==> config.mk <==
export PLATFORM = sky130hd
export DESIGN_NAME = isqrt_reconstruct_flat
export DESIGN_NICKNAME = d
export VERILOG_FILES = /design/src/rtl/isqrt_reconstruct_if.sv /design/src/rtl/isqrt_reconstruct.sv /design/src/flat_wrapper.sv
export SDC_FILE = /design/constraint.sdc
export NUM_CORES = 1
export LEC_CHECK = 0
export ABC_AREA = 1
export CAP_MARGIN = 20
export CORE_ASPECT_RATIO = 1.1
export CORE_MARGIN = 1
export CORE_UTILIZATION = 50
export CTS_CLUSTER_DIAMETER = 30
export DETAILED_ROUTE_END_ITERATION = 12
export HOLD_SLACK_MARGIN = 0.05
export PLACE_DENSITY_LB_ADDON = 0.15
export SYNTH_ARGS = -nofsm -noshare
export SYNTH_HDL_FRONTEND = slang
export SYNTH_SLANG_ARGS = --single-unit
==> constraint.sdc <==
create_clock -name clk -period 2.1 [get_ports clk]
set_input_delay 0.63 -clock clk [delete_from_list [all_inputs] [get_ports clk]]
set_output_delay 0.63 -clock clk [all_outputs]
set_load 0.02 [all_outputs]
==> src/rtl/isqrt_reconstruct_if.sv <==
`default_nettype none
// ============================================================================
//  Module   : isqrt_reconstruct_if
//  Purpose  : start/busy/done handshake and data bus for the square-root
//             reconstruction block (root and remainder in, radicand out).
//  Revision : 1.0 - initial release
// ============================================================================
interface isqrt_reconstruct_if #(
    parameter int RW = 4
) ();
    logic              start;
    logic [RW-1:0]     root_in;
    logic [RW:0]       rem_in;
    logic              busy;
    logic              done;
    logic [2*RW-1:0]   square_out;
    logic              err;

    // Requester side: issues operations and observes results.
    modport master (
        output start, root_in, rem_in,
        input  busy, done, square_out, err
    );

    // Engine side.
    modport slave (
        input  start, root_in, rem_in,
        output busy, done, square_out, err
    );
endinterface
`default_nettype wire

==> src/rtl/isqrt_reconstruct.sv <==
`default_nettype none
// ============================================================================
//  Module   : isqrt_reconstruct
//  Purpose  : Rebuilds N = R*R + REM from an integer square root R and its
//             remainder REM using a shift-and-add multiplier that retires one
//             root bit per clock. Flags remainders that exceed 2*R.
//  Revision : 1.0 - initial release
// ============================================================================
module isqrt_reconstruct #(
    parameter int RW = 4
) (
    input  wire logic             clk,
    input  wire logic             rst_n,
    isqrt_reconstruct_if.slave    bus
);
    localparam int c_W  = 2 * RW;
    localparam int c_CW = (RW > 1) ? $clog2(RW) : 1;
    localparam logic [c_CW-1:0] c_CNT_LAST = c_CW'(RW - 1);

    typedef enum logic [1:0] {
        S_IDLE = 2'b00,
        S_RUN  = 2'b01,
        S_DONE = 2'b10
    } state_t;

    state_t            r_state;
    state_t            w_state_next;
    logic [c_W-1:0]    r_acc;
    logic [c_W-1:0]    r_mcand;
    logic [RW-1:0]     r_mplr;
    logic [c_CW-1:0]   r_cnt;
    logic              r_err_pend;
    logic [c_W-1:0]    r_square;
    logic              r_err;
    logic [c_W-1:0]    w_acc_next;
    logic              w_last;

    // Partial product for the current multiplier bit; wraps at 2*RW bits.
    assign w_acc_next = r_mplr[0] ? (r_acc + r_mcand) : r_acc;
    assign w_last     = (r_cnt == c_CNT_LAST);

    // State register.
    always_ff @(posedge clk or negedge rst_n) begin
        if (!rst_n) begin
            r_state <= S_IDLE;
        end else begin
            r_state <= w_state_next;
        end
    end

    // Next-state logic; the unused encoding falls back to IDLE.
    always_comb begin
        w_state_next = S_IDLE;
        case (r_state)
            S_IDLE:  w_state_next = bus.start ? S_RUN : S_IDLE;
            S_RUN:   w_state_next = w_last ? S_DONE : S_RUN;
            S_DONE:  w_state_next = S_IDLE;
            default: w_state_next = S_IDLE;
        endcase
    end

    // Operand capture, shift-and-add iteration and result registers.
    always_ff @(posedge clk or negedge rst_n) begin
        if (!rst_n) begin
            r_acc      <= '0;
            r_mcand    <= '0;
            r_mplr     <= '0;
            r_cnt      <= '0;
            r_err_pend <= 1'b0;
            r_square   <= '0;
            r_err      <= 1'b0;
        end else begin
            case (r_state)
                S_IDLE: begin
                    if (bus.start) begin
                        r_acc      <= c_W'(bus.rem_in);
                        r_mcand    <= c_W'(bus.root_in);
                        r_mplr     <= bus.root_in;
                        r_cnt      <= '0;
                        r_err_pend <= (bus.rem_in > {bus.root_in, 1'b0});
                    end
                end
                S_RUN: begin
                    r_acc   <= w_acc_next;
                    r_mcand <= r_mcand << 1;
                    r_mplr  <= r_mplr >> 1;
                    r_cnt   <= r_cnt + 1'b1;
                    // Result publishes on the same edge as the final add.
                    if (w_last) begin
                        r_square <= w_acc_next;
                        r_err    <= r_err_pend;
                    end
                end
                default: begin
                end
            endcase
        end
    end

    assign bus.busy       = (r_state != S_IDLE);
    assign bus.done       = (r_state == S_DONE);
    assign bus.square_out = r_square;
    assign bus.err        = r_err;
endmodule
`default_nettype wire

==> src/flat_wrapper.sv <==
// flat-port wrapper written by rule: the top's interface ports become plain ports
module isqrt_reconstruct_flat 
#(
    parameter int RW = 4
)
  (clk, rst_n, bus_start, bus_root_in, bus_rem_in, bus_busy, bus_done, bus_square_out, bus_err);
  isqrt_reconstruct_if #(.RW(RW)) bus_i ();
  input  wire logic clk;
  input  wire logic rst_n;
  input wire logic [$bits(bus_i.start)-1:0] bus_start;
  input wire logic [$bits(bus_i.root_in)-1:0] bus_root_in;
  input wire logic [$bits(bus_i.rem_in)-1:0] bus_rem_in;
  output wire logic [$bits(bus_i.busy)-1:0] bus_busy;
  output wire logic [$bits(bus_i.done)-1:0] bus_done;
  output wire logic [$bits(bus_i.square_out)-1:0] bus_square_out;
  output wire logic [$bits(bus_i.err)-1:0] bus_err;
  assign bus_i.start = bus_start;
  assign bus_i.root_in = bus_root_in;
  assign bus_i.rem_in = bus_rem_in;
  assign bus_busy = bus_i.busy;
  assign bus_done = bus_i.done;
  assign bus_square_out = bus_i.square_out;
  assign bus_err = bus_i.err;
  isqrt_reconstruct #(.RW(RW)) u_core (.clk(clk), .rst_n(rst_n), .bus(bus_i));
endmodule
==> reports/results.tsv <==
stage	metric	value	unit
timing	period_needed	1.94	ns
placed_design	gp_congestion	0.859	
die	io_pins	23	
grt	grt_max_degree	35	
grt	gr-usage-met1	28.4	%
logic_synthesis	async_flop_share	100	%
route	avgRoutedWirePerCell	12.4	um
grt	overflow	0	
die	die_x	60.1	um
logic_synthesis	synth_common_cells	72 x nand2_1, 34 x dfrtp_1, 28 x inv_1	
timing	final_max_slew_viol_count	0	
timing	fin_ws	0.157	ns
worst_setup_path	critical_path.max_stage_delay	0.60	ns
logic_synthesis	netlist_area	0.00186	sq mm
cells_and_area	finalNetCount	280	
timing	worst_pin_slew	0.432	ns
clock_network	htreeDepth	2	
logic_synthesis	yosys.area.top_type	dfrtp_1	
worst_setup_path	path_max_fanout	2	
worst_setup_path	crit_type	reg2out	
logic_synthesis	muxShareOfSynthArea	0	%
die	dieArea	0.00397	sq mm
job	drv_cap	0	
worst_setup_path	worstPathRequired	1.47	ns
worst_setup_path	crit_buf_inv	1	
worst_setup_path	crit_path_end_kind	output port	
logic_synthesis	yosys.area_share.simple	26.9	%
logic_synthesis	synth_nets	252	
timing	hold_viol_final	0	
timing	timing.fmax	515	MHz
placed_design	pre_cts_ws	0.0919	ns
die	start_util	54.0	%
route	avgViaCountPerCell	5.10	
clock_network	cts_buffers	5	
grt	grt_pass1_vias	1412	
route	wl	3.78	mm
grt	groute.usage.overall	22.7	%
power_and_ir_drop	ir_worst_vdd	0.892	mV
cells_and_area	drive_gt1_share	8.59	%
route	drt_pass1_iterations	4	
placed_design	numPortBuffers	22	
logic_synthesis	synth-edff-count	0	
die	die_h	66.0	um
logic_synthesis	synth_top_family_by_area	simple AND/OR/NAND/NOR gates	
logic_synthesis	yosys.cell_count.top_type	nand2_1	
clock_network	cts_setup_buffers	0	
clock_network	clock-sinks	34	
logic_synthesis	synth_area_leaders	dfrtp_1 46%, nand2_1 15%, ha_1 8.1%, inv_1 5.7%, nand3_1 5.4%	
timing	finalSetupViolations	0	
logic_synthesis	synth-adder-area-share	9.15	%
logic_synthesis	yosysWarnings	0	
logic_synthesis	synth_xor_area_share	0.471	%
power_and_ir_drop	p_per_area	1560	mW/mm^2
logic_synthesis	yosysSeqAreaShare	45.8	%
route	drc	0	
die	fp.coreArea	0.00344	sq mm
logic_synthesis	postSynthCellCount	227	
logic_synthesis	synth-seq-cells	34	
power_and_ir_drop	p_leak	1.14	nW
clock_network	clk_latency	0.35	ns
timing	slew_headroom	71.2	%
clock_network	holdBufCountCts	0	
logic_synthesis	synth-compound-area-share	9.96	%
route	drt_iter0_drc	62	
cells_and_area	diodes	0	
logic_synthesis	synth_top_area_share	45.8	%
cells_and_area	synthToLayoutAreaGrowth	18.2	%
clock_network	clk_pin_slew	0.11	ns
timing	clock_skew	0.0128	ns
timing	rsz0062_at_grt	false	
logic_synthesis	ys_types	27	
clock_network	cts_tree	built	
timing	setup_tns	0	ns
worst_setup_path	path_cells	clkdlybuf4s50_1	
grt	grt_pass1_wl	6.44	mm
worst_setup_path	cp.arrival	1.31	ns
cells_and_area	fillCellCount	324	
route	num_vias	1551	
clock_network	post_cts_resized	2	
worst_hold_path	hold_class	reg2reg	
worst_setup_path	crit_family	buffers and inverters	
worst_setup_path	cp-start-kind	flop	
worst_setup_path	cpMaxStageDelayCell	clkdlybuf4s50_1	
die	rows	22	
timing	finalCritPeriodShare	92.5	%
grt	grt_antenna_before_repair	0	
grt	use_met3	5.28	%
logic_synthesis	ys.flop_type	dfrtp_1	
grt	busiest_layer	met2	
placed_design	dp_hpwl	2.83	mm
route	antenna_left	0	
clock_network	cts.path.max_buffers	2	
grt	met2_usage	37.2	%
logic_synthesis	synth.avg_cell_area	8.19	sq um
outcome	status	completed	
clock_network	cts_root_buffer	clkbuf_4	
-- report_power, final --
part | switching [W] | internal, W
Clock | 0.000236 | 0.000161
Sequential | 0.000208 | 0.000954
Combinational | 0.00111 | 0.000758
-- logic make-up after synthesis --
| logic type | count (synthesis) |
|---|---|
| simple gates | 114 |
| compound gates | 30 |
| xor+xnor | 1 |
| fa+ha+maj | 13 |
| flops | 34 |
| buf+inv | 35 |
-- worst paths after layout --
path,depth (start not counted),from,slack [ns],end
setup / recovery,1,u_core.bus.square_out[5],0.16,bus_square_out[5]
hold / removal,1,u_core.r_cnt[0],0.49,u_core.r_cnt[0]
setup reg to reg,10,u_core.r_mcand[0],0.30,u_core.bus.square_out[4]
hold reg to reg,1,u_core.r_cnt[0],0.49,u_core.r_cnt[0]
max in group asynchronous,2,rst_n,1.10,u_core.bus.square_out[2]
min in group asynchronous,2,rst_n,0.68,u_core.r_acc[5]
-- layout by cell type, fill, tap and decap left out, types with 4 or more instances in the layout --
| cell type | instances |
|---|---|
| nand3b_1 | 4 |
| nand2_1 | 72 |
| nor2_1 | 7 |
| clkbuf_4 | 5 |
| a21oi_1 | 4 |
| dfrtp_1 | 34 |
| nand3_1 | 20 |
| o21ai_0 | 13 |
| ha_1 | 12 |
| inv_1 | 28 |
| clkdlybuf4s50_1 | 20 |
-- layer usage --
metal | up-vias | wire length [um] | share of wire (%)
met5 | - | 0 | 0
met4 | 0 | 63 | 1.7
met3 | 7 | 94 | 2.5
met2 | 25 | 1840 | 49
met1 | 723 | 1790 | 47
li1 | 796 | - | -
-- state kept, by name (all words and copies together) (netlist names) --
name,cells
u_core.r_err_pend,1
u_core.bus.err,1
u_core.r_acc,8
u_core.bus.square_out,8
u_core.r_state,2
u_core.r_cnt,2
u_core.r_mplr,4
u_core.r_mcand,8
-- stage by stage --
stage | power [W] | area, sq um | hold slack [ns] | cells | utilization (%)
2_1_floorplan | 0.00251 | 1860 | 0.334 | 227 | -
3_3_place_gp | 0.00303 | 2140 | 0.457 | 296 | 62.1
3_5_place_dp | 0.00308 | 2140 | 0.465 | 296 | 62.1
4_1_cts | 0.00346 | 2200 | 0.489 | 304 | 63.9
5_1_grt | 0.00376 | 2200 | 0.507 | 304 | 63.9
6_report | 0.00343 | 2200 | 0.486 | 304 | 63.9
-- final cells by class --
class                   count  area (sq um)  share of cell area (%)
inverters                  31           119                    5.41
well taps                  48          60.1                    2.73
clock inverters             2          12.5                   0.569
flip-flops and latches     34           851                    38.7
clock buffers               6          51.3                    2.33
repair buffers             25           240                    10.9
multi-input cells         158           865                    39.3
Note: power is estimated with default switching activity, not from simulation.
